[config.mk]
export PLATFORM = sky130hd
export DESIGN_NAME = tdm_demux
export DESIGN_NICKNAME = d
export VERILOG_FILES = /design/src/rtl/tdm_pkg.sv /design/src/rtl/tdm_slot_ctr.sv /design/src/rtl/tdm_demux.sv
export SDC_FILE = /design/constraint.sdc
export NUM_CORES = 1
export LEC_CHECK = 0
export CORE_UTILIZATION = 43
export DETAILED_ROUTE_END_ITERATION = 16
export PLACE_DENSITY = 0.73
export SYNTH_ARGS = -nofsm -noshare
export SYNTH_HDL_FRONTEND = slang
export SYNTH_SLANG_ARGS = --single-unit
[constraint.sdc]
create_clock -name clk -period 1.9 [get_ports clk]
set_input_delay 0.57 -clock clk [delete_from_list [all_inputs] [get_ports clk]]
set_output_delay 0.57 -clock clk [all_outputs]
set_load 0.01 [all_outputs]
[src/rtl/tdm_pkg.sv]
`default_nettype none
// tdm_pkg: shared FSM state type and default sizing for the TDM demultiplexer.
// Rev 1.0
package tdm_pkg;

  typedef enum logic [0:0] {
    HUNT = 1'b0,
    LOCK = 1'b1
  } state_t;

  localparam int NCH_DEF    = 4;
  localparam int W_DEF      = 2;
  localparam int MISS_LIMIT = 2;

endpackage
`default_nettype wire

[src/rtl/tdm_slot_ctr.sv]
`default_nettype none
// tdm_slot_ctr: frame slot counter with explicit wrap at NCH-1, load-to-1 and clear.
// Rev 1.0
module tdm_slot_ctr #(
  parameter int NCH = 4,
  parameter int SW  = $clog2(NCH)
) (
  input  logic          clk,
  input  logic          rst_n,
  input  logic          inc,
  input  logic          load1,
  input  logic          clr,
  output logic [SW-1:0] slot
);

  logic [SW-1:0] r_slot;

  // Wrap is compared against NCH-1 so non-power-of-2 frame sizes work.
  always_ff @(posedge clk) begin
    if (!rst_n || clr) begin
      r_slot <= '0;
    end else if (load1) begin
      r_slot <= SW'(1);
    end else if (inc) begin
      r_slot <= (r_slot == SW'(NCH - 1)) ? '0 : r_slot + 1'b1;
    end
  end

  assign slot = r_slot;

endmodule
`default_nettype wire

[src/rtl/tdm_demux.sv]
`default_nettype none
// tdm_demux: serial TDM stream to NCH parallel lanes, with HUNT/LOCK frame alignment.
// Rev 1.0
module tdm_demux
  import tdm_pkg::*;
#(
  parameter int NCH = NCH_DEF,
  parameter int W   = W_DEF
) (
  input  logic             clk,
  input  logic             rst_n,
  input  logic             in_valid,
  input  logic [W-1:0]     in_data,
  input  logic             in_sync,
  output logic [NCH*W-1:0] out_data,
  output logic [NCH-1:0]   out_valid,
  output logic             frame_done,
  output logic             locked,
  output logic             sync_err
);

  localparam int SW = $clog2(NCH);
  localparam int MW = $clog2(MISS_LIMIT + 1);

  state_t          r_state;
  state_t          w_state_nxt;
  logic [MW-1:0]   r_miss;
  logic [MW-1:0]   w_miss_nxt;
  logic [MW-1:0]   w_miss_inc;
  logic [SW-1:0]   w_slot;
  logic [SW-1:0]   w_lane;
  logic            w_wr;
  logic            w_lane0;
  logic            w_err;
  logic            w_inc;
  logic            w_load1;
  logic            w_clr;
  logic [W-1:0]    r_lane [NCH];
  logic [NCH-1:0]  r_out_valid;
  logic            r_frame_done;
  logic            r_sync_err;

  tdm_slot_ctr #(
    .NCH (NCH),
    .SW  (SW)
  ) u_slot_ctr (
    .clk   (clk),
    .rst_n (rst_n),
    .inc   (w_inc),
    .load1 (w_load1),
    .clr   (w_clr),
    .slot  (w_slot)
  );

  always_ff @(posedge clk) begin
    if (!rst_n) begin
      r_state <= HUNT;
      r_miss  <= '0;
    end else begin
      r_state <= w_state_nxt;
      r_miss  <= w_miss_nxt;
    end
  end

  assign w_miss_inc = r_miss + 1'b1;

  always_comb begin
    w_state_nxt = r_state;
    w_miss_nxt  = r_miss;
    w_wr        = 1'b0;
    w_lane0     = 1'b0;
    w_err       = 1'b0;
    w_inc       = 1'b0;
    w_load1     = 1'b0;
    w_clr       = 1'b0;
    case (r_state)
      HUNT: begin
        if (in_valid && in_sync) begin
          w_state_nxt = LOCK;
          w_wr        = 1'b1;
          w_lane0     = 1'b1;
          w_load1     = 1'b1;
          w_miss_nxt  = '0;
        end
      end
      LOCK: begin
        if (in_valid) begin
          w_wr = 1'b1;
          if (in_sync && (w_slot != '0)) begin
            // Early sync: realign so this sample starts a new frame.
            w_err      = 1'b1;
            w_lane0    = 1'b1;
            w_load1    = 1'b1;
            w_miss_nxt = '0;
          end else if (in_sync) begin
            w_inc      = 1'b1;
            w_miss_nxt = '0;
          end else if (w_slot == '0) begin
            w_err = 1'b1;
            if (w_miss_inc >= MW'(MISS_LIMIT)) begin
              w_state_nxt = HUNT;
              w_clr       = 1'b1;
              w_miss_nxt  = '0;
            end else begin
              w_inc      = 1'b1;
              w_miss_nxt = w_miss_inc;
            end
          end else begin
            w_inc = 1'b1;
          end
        end
      end
      default: begin
        w_state_nxt = HUNT;
      end
    endcase
  end

  assign w_lane = w_lane0 ? '0 : w_slot;

  always_ff @(posedge clk) begin
    if (!rst_n) begin
      for (int k = 0; k < NCH; k++) begin
        r_lane[k] <= '0;
      end
      r_out_valid  <= '0;
      r_frame_done <= 1'b0;
      r_sync_err   <= 1'b0;
    end else begin
      if (w_wr) begin
        r_lane[w_lane] <= in_data;
      end
      r_out_valid  <= w_wr ? (NCH'(1) << w_lane) : '0;
      r_frame_done <= w_wr && (w_lane == SW'(NCH - 1));
      r_sync_err   <= w_err;
    end
  end

  for (genvar k = 0; k < NCH; k++) begin : g_pack
    assign out_data[k*W +: W] = r_lane[k];
  end

  assign out_valid  = r_out_valid;
  assign frame_done = r_frame_done;
  assign sync_err   = r_sync_err;
  assign locked     = (r_state == LOCK);

endmodule
`default_nettype wire

==> key figures, run 1 <==
Drt
  – Residual DRC: 0
  – Vias after detailed routing: 689
  – Post-DR wirelength/cell: between 10 and 15 um
  – Vias per inst: between 4 and 5
  – DR iter-0 viols: 10
  – TritonRoute pass-1 iters: 4
  – Drt total wl: 1734 um
  – Antenna-violating nets left: 0

Critical path
  – Worst setup SP type: register
  – R2R setup slack: about 0.11 ns
  – Crit path largest cell delay: 0.56 ns
  – CP required: between 1 and 1.5 ns
  – Cells along the critical path: clkdlybuf4s50_1
  – CP max FO: 8
  – Crit. End Element: output port
  – Buf/Inv on CP: 1
  – WP data arrival: about 1.3 ns
  – CP max-delay cell: clkdlybuf4s50_1
  – R2r endpoint: r_lane[2][1]
  – Origin of the critical flop-to-flop path: u_slot_ctr.slot[1]
  – R2R depth: 8
  – WS Path Type: reg -> out
  – CP delay by family, top: buffers and inverters

Run status
  – Status: finished clean

Finish
  – Finished Cell Area: 1299 um^2
  – Area growth syn-to-layout: 47.23%
  – Final non-filler cell total: 143
  – Filler instances: ~160
  – Layout cell share with drive strength beyond 1: 34.48%
  – Final core utilization: 66.88%
  – # diodes: 0
  – Fin nets: 129

Power and ir drop
  – VDD IR max: 0.3995 mV
  – Int Power: between 0.6 and 0.7 mW
  – Gate power share: roughly 18%
  – Psw: 0.1831 mW
  – Clock group share of total power: 24.6%
  – Pwr Total: 0.7849 mW
  – Switching fraction of total power: 23.33%
  – Lkg Pwr: 0.5433 nW
  – Flop pwr share: 57.0%
  – Pwr Density: 604.3 nW/um^2

Clock tree
  – CTS tree: done
  – Num CTS Buffers: 3
  – CTS Buffer Depth: 2
  – Clk sinks: 19
  – Clk slew on worst S/H paths: 0.09 ns
  – Worst-skew pair later-pin latency: 0.28 ns
  – CTS H-tree lvls: 1
  – CTS Root Buffer Type: clkbuf_4

Floorplan
  – Core area: 1942 um^2
  – I/O pin cnt: 21
  – Die W: roughly 47 um
  – Row cnt: 16
  – Die Footprint: 2236 um^2
  – Starting Density: between 40 and 50%
  – Die Y-Extent: roughly 47 um

Synth
  – Post-Synth XOR/XNOR Area: 0%
  – Complex-gate fraction of the synthesized area: 8.227%
  – Post-synthesis sequential area ratio: a little over half
  – Synth cell types: 31
  – Synth Flop Type: dfxtp_1
  – Mapped Cells: 76
  – Fraction of registers with async set/reset: 0%
  – #FFs+latches synth: 19
  – Most numerous cell in the Yosys netlist: dfxtp_1
  – Mapped Avg Cell Area: around 12 um^2
  – Synth Area in Adders: under 10%
  – Largest area contributor in the netlist: edfxtp_1
  – Synthesized area: ~900 um^2
  – Top cells by area, synth: edfxtp_1, dfxtp_1, ha_1
  – Multiplexer share of the synthesized area: around 4.7%
  – Largest family of logic cells by synthesized area: simple AND/OR/NAND/NOR gates
  – Synth Area in Simple Gates: 22.98%
  – Syn nets: 88
  – Synth warn: 0
  – EDFF count, synth: 8
  – Yosys top cell area share: a little over a quarter
  – Synth top cells by count: dfxtp_1, edfxtp_1, inv_1, and2_1, ha_1

Worst hold path
  – Hold/Removal Path Class: reg -> reg
  – Hold_sp: r_miss[1]
  – Worst Hold Path Cells: 1
  – WHS Endpoint: r_miss[1]

Placed design
  – Gpl congestion: 0.8247
  – Post-DP HPWL: 1245 um
  – Placed Cells: 137
  – Placed inst area: 1222 um^2
  – Setup Slack @ Placement: -0.3894 ns
  – # port buffers: 20

GRT
  – Vias in the first global route: about 630
  – GRT Overall Usage: 16.22%
  – First-pass GRT wire length: 2518 um
  – Total grt overflow: 0
  – Maximum number of pins on one net before global-route repair: 11
  – Initial antenna violation count: 0

Run
  – Max-cap viol count: 0

STA
  – Setup TNS: 0 ns
  – Final WS setup: 0.08070 ns
  – RSZ-0062 raised after global routing: no
  – Tcrit/Tclk final: a little over nine tenths
  – Worst slew pin tran: 0.2754 ns
  – Tightest hold margin: approximately 0.5 ns
  – Fmax: 549.7 MHz
  – Post-layout min period: roughly 1.8 ns
  – Slew headroom: 81.44%
  – Final Max Tran Viols: 0
  – Final setup viols: 0
  – Clock skew: 0.005988 ns
  – Final Hold Viols: 0
-- placed cells by master (no fill, tap or decap), types with 3 or more instances in the layout --
master | synthesis | layout
and2_1 | 6 | 6
buf_4 | 0 | 16
clkbuf_4 | 0 | 3
ha_1 | 6 | 4
dfxtp_2 | 0 | 3
edfxtp_1 | 8 | 8
clkdlybuf4s50_1 | 0 | 19
mux2i_1 | 3 | 3
nor2_1 | 4 | 4
dfxtp_1 | 11 | 8
inv_1 | 7 | 6
-- state kept, by name, summed over array words and instances, names as in the netlist --
register and cells:
u_slot_ctr.slot 2, locked 1, r_miss 2, frame_done 1
out_valid 4, r_lane 8, sync_err 1
-- area by class of cell --
cell class / instances / area, um^2 / area share (%)
Multi-Input combinational cell: 49 / 425.4 / 32.76
Sequential cell: 19 / 464.2 / 35.74
Inverter: 8 / 30.03 / 2.312
Clock buffer: 4 / 26.28 / 2.023
Timing Repair Buffer: 36 / 319.1 / 24.57
Tap cell: 27 / 33.78 / 2.601
-- metal layers --
metal,GRT usage [%],vias to the layer above,part of all wire (%)
met4,9.714,0,1.1
met2,29.59,20,51
met3,1.538,2,3.5
met5,0,-,0
li1,-,349,-
met1,17.92,318,44
-- what timing repair did --
item | in CTS | in global routing
setup endpoints to repair | 7 | 8
gates cloned | 0 | 0
pin swaps | 2 | 1
hold buffers | 0 | 0
setup buffers | 1 | 1
resized for setup | 6 | 4
-- how the worst max path moves through the flow --
stage                             from      endpoint  slack [ns]  depth (start not counted)
global route        u_slot_ctr.slot[1]  r_lane[0][1]       0.007                          8
finish                          locked        locked        0.08                          1
global placement               in_sync  r_lane[2][0]       -0.36                          6
floorplan           u_slot_ctr.slot[0]  r_lane[2][0]       0.007                          8
CTS                 u_slot_ctr.slot[1]  r_lane[0][0]        0.02                          8
detailed placement             in_sync  r_lane[2][1]       -0.39                          6
-- power by group through the flow --
stage               combinational [mW]  sequential, mW  clock (mW)
global placement                 0.129           0.456           0
floorplan                       0.0472           0.466           0
detailed placement               0.131           0.456           0
global route                     0.157           0.449       0.217
finish                           0.145           0.447       0.193
CTS                              0.139           0.447       0.202
-- cell families after synthesis --
kind of cell             after synthesis
multiplexers                           4
buffers and inverters                  8
adder cells (fa/ha/maj)                6
flip-flops                            19
AO/OA/AOI/OAI                          8
AND/OR/NAND/NOR                       31
Note: power is estimated with default switching activity, not from simulation.
==> run 2, diff against run 1 <==
Settings changed: ABC_AREA set to 1.
==> key figures, run 2 <==
Finish
  – Flip-flop count of the largest register after layout: 8
  – Area growth syn-to-layout: 40.69%
  – Largest reg by FF count: r_lane
  – # diodes: 0
  – Filler instances: 170
  – Fin nets: ~150
  – Most frequent cells in the layout: clkdlybuf4s50_1, buf_4, inv_1
  – Final non-filler cell total: approximately 170
  – Layout cell share with drive strength beyond 1: between 20% and 30%
  – Commonest non-fill, non-tap cell in the layout: clkdlybuf4s50_1

Run status
  – Status: finished clean

Clock tree
  – Clk sinks: 19
  – Num CTS Buffers: 3
  – CTS H-tree lvls: 1
  – Worst-skew pair later-pin latency: 0.30 ns
  – CTS Buffer Depth: 2
  – Clk slew on worst S/H paths: 0.11 ns
  – CTS Root Buffer Type: clkbuf_4
  – Post-CTS Setup Inserts: 0
  – Hold buffer count at cts: 0
  – CTS tree: done

Synth
  – Synth cell types: 20
  – Synth warn: 0
  – Synthesized area: 940.9 um^2
  – Top cells by area, synth: edfxtp_1, dfxtp_1, ha_1
  – EDFF count, synth: 8
  – Synth top cells by count: inv_1, nor2_1, nand2_1, dfxtp_1, edfxtp_1
  – Yosys top cell area share: 25.53%
  – Syn nets: 112
  – Mapped Avg Cell Area: 9.409 um^2
  – Largest area contributor in the netlist: edfxtp_1
  – #FFs+latches synth: 19
  – Mapped Cells: 100
  – Fraction of registers with async set/reset: 0%
  – Synth Flop Type: dfxtp_1
  – Most numerous cell in the Yosys netlist: inv_1
  – Post-synthesis sequential area ratio: between 40 and 50%

GRT
  – Initial antenna violation count: 0
  – Maximum number of pins on one net before global-route repair: 11
  – Total grt overflow: 0
  – First-pass GRT wire length: 3022 um
  – GRT Overall Usage: 16.96%
  – Vias in the first global route: between 700 and 800

Placed design
  – Post-DP HPWL: 1404 um
  – Setup Slack @ Placement: -0.2723 ns
  – Placed Cells: 163
  – Gpl congestion: 0.8340
  – # port buffers: 20

Critical path
  – Origin of the critical flop-to-flop path: u_slot_ctr.slot[1]
  – WS Path Type: in -> reg
  – WP data arrival: 1.83 ns
  – R2R setup slack: ~0.13 ns
  – Crit. End Element: register
  – CP required: 1.90 ns
  – Worst setup SP type: primary input
  – R2R depth: 7
  – CP max FO: 7
  – Setup crit start: in_sync

Floorplan
  – Row cnt: 16
  – Die Y-Extent: 48.78 um
  – Die W: between 40 and 50 um
  – Core area: 2002 um^2
  – I/O pin cnt: 21
  – Starting Density: 47.00%
  – Die Footprint: 2379 um^2

Power and ir drop
  – VDD IR max: approximately 0.32 mV
  – Flop pwr share: 54.0%
  – Clock group share of total power: 24.5%
  – Int Power: 0.6142 mW
  – Psw: 0.2217 mW
  – Gate power share: 21.4%
  – Switching fraction of total power: 26.53%
  – Pwr Total: 0.8359 mW
  – Lkg Pwr: 0.5923 nW
  – Pwr Density: 631.5 nW/um^2

Drt
  – Post-DR wirelength/cell: around 10 um
  – Vias after detailed routing: 763
  – Vias per inst: 4.569
  – Antenna-violating nets left: 0
  – Drt total wl: 1678 um
  – DR iter-0 viols: 13
  – TritonRoute pass-1 iters: 4
  – Residual DRC: 0

STA
  – Clock skew: 0.004350 ns
  – Final WS setup: 0.06478 ns
  – Worst slew pin tran: between 0.2 and 0.3 ns
  – Tightest hold margin: 0.4647 ns
  – Final setup viols: 0
  – Final Max Tran Viols: 0
  – Fmax: 544.9 MHz
  – Final Hold Viols: 0
  – Tcrit/Tclk final: 96.59%
  – Post-layout min period: around 1.8 ns
  – Slew headroom: between 80 and 90%
  – RSZ-0062 raised after global routing: no

Worst hold path
  – Hold/Removal Path Class: reg -> reg
  – Worst Hold Path Cells: 2
  – Hold_sp: r_miss[1]

Run
  – Max-cap viol count: 0
-- run 2: layout make-up --
class	instances	area, um^2	area share, %
clock buffer	4	26.28	1.985
sequential	19	462.9	34.97
multi-input combinational	63	401.6	30.34
tap	27	33.78	2.552
inverter	17	71.32	5.388
timing repair buffer	37	327.8	24.76
-- run 2: power groups by stage --
stage	sequential (mW)	clock, mW	combinational [mW]
after floorplan	0.470	0	0.0852
after global placement	0.460	0	0.176
after detailed placement	0.461	0	0.180
after CTS	0.451	0.210	0.180
after global routing	0.454	0.227	0.199
final	0.452	0.205	0.179
-- run 2: path summary, 6_finish.rpt --
check                                     to
worst max-delay path            r_lane[3][1]
worst min-delay path               r_miss[1]
worst max register to register  r_lane[3][1]
worst min register to register     r_miss[1]
-- run 2: per-layer routing --
metal  wire length (um)  track usage (%)
met5                  0                0
met1                749            20.04
met3                 43            2.804
met4                 24            8.824
met2                861            29.40
-- run 2: worst max-delay path, cell delays in order --
cell             delay (ns)
clkdlybuf4s50_1        0.45
ha_1                   0.28
nand2_4                0.12
nand3_4                0.13
o21ai_0                0.27
-- run 2: through the flow --
stage          setup TNS, ns  cell area, um^2  utilization, %
2_1_floorplan              0            940.9               -
3_3_place_gp          -2.145             1295           64.69
3_5_place_dp          -2.955             1295           64.69
4_1_cts                    0             1321           66.00
5_1_grt                    0             1324           66.13
6_report                   0             1324           66.13
-- run 2: cells by family (layout without fill, tap and decap cells) --
family,Yosys count,after routing,synth area share [%]
compound gates,8,8,4.653
fa+ha+maj,6,6,7.979
simple gates,49,49,30.05
buf+inv,18,58,8.378
flops,19,19,48.94
-- run 2: timing repair --
| item | 4_1_cts | 5_1_grt |
|---|---|---|
| endpoints found under the hold margin | 0 | 0 |
| endpoints found under the setup margin | 0 | 5 |
| resized for setup | 0 | 2 |
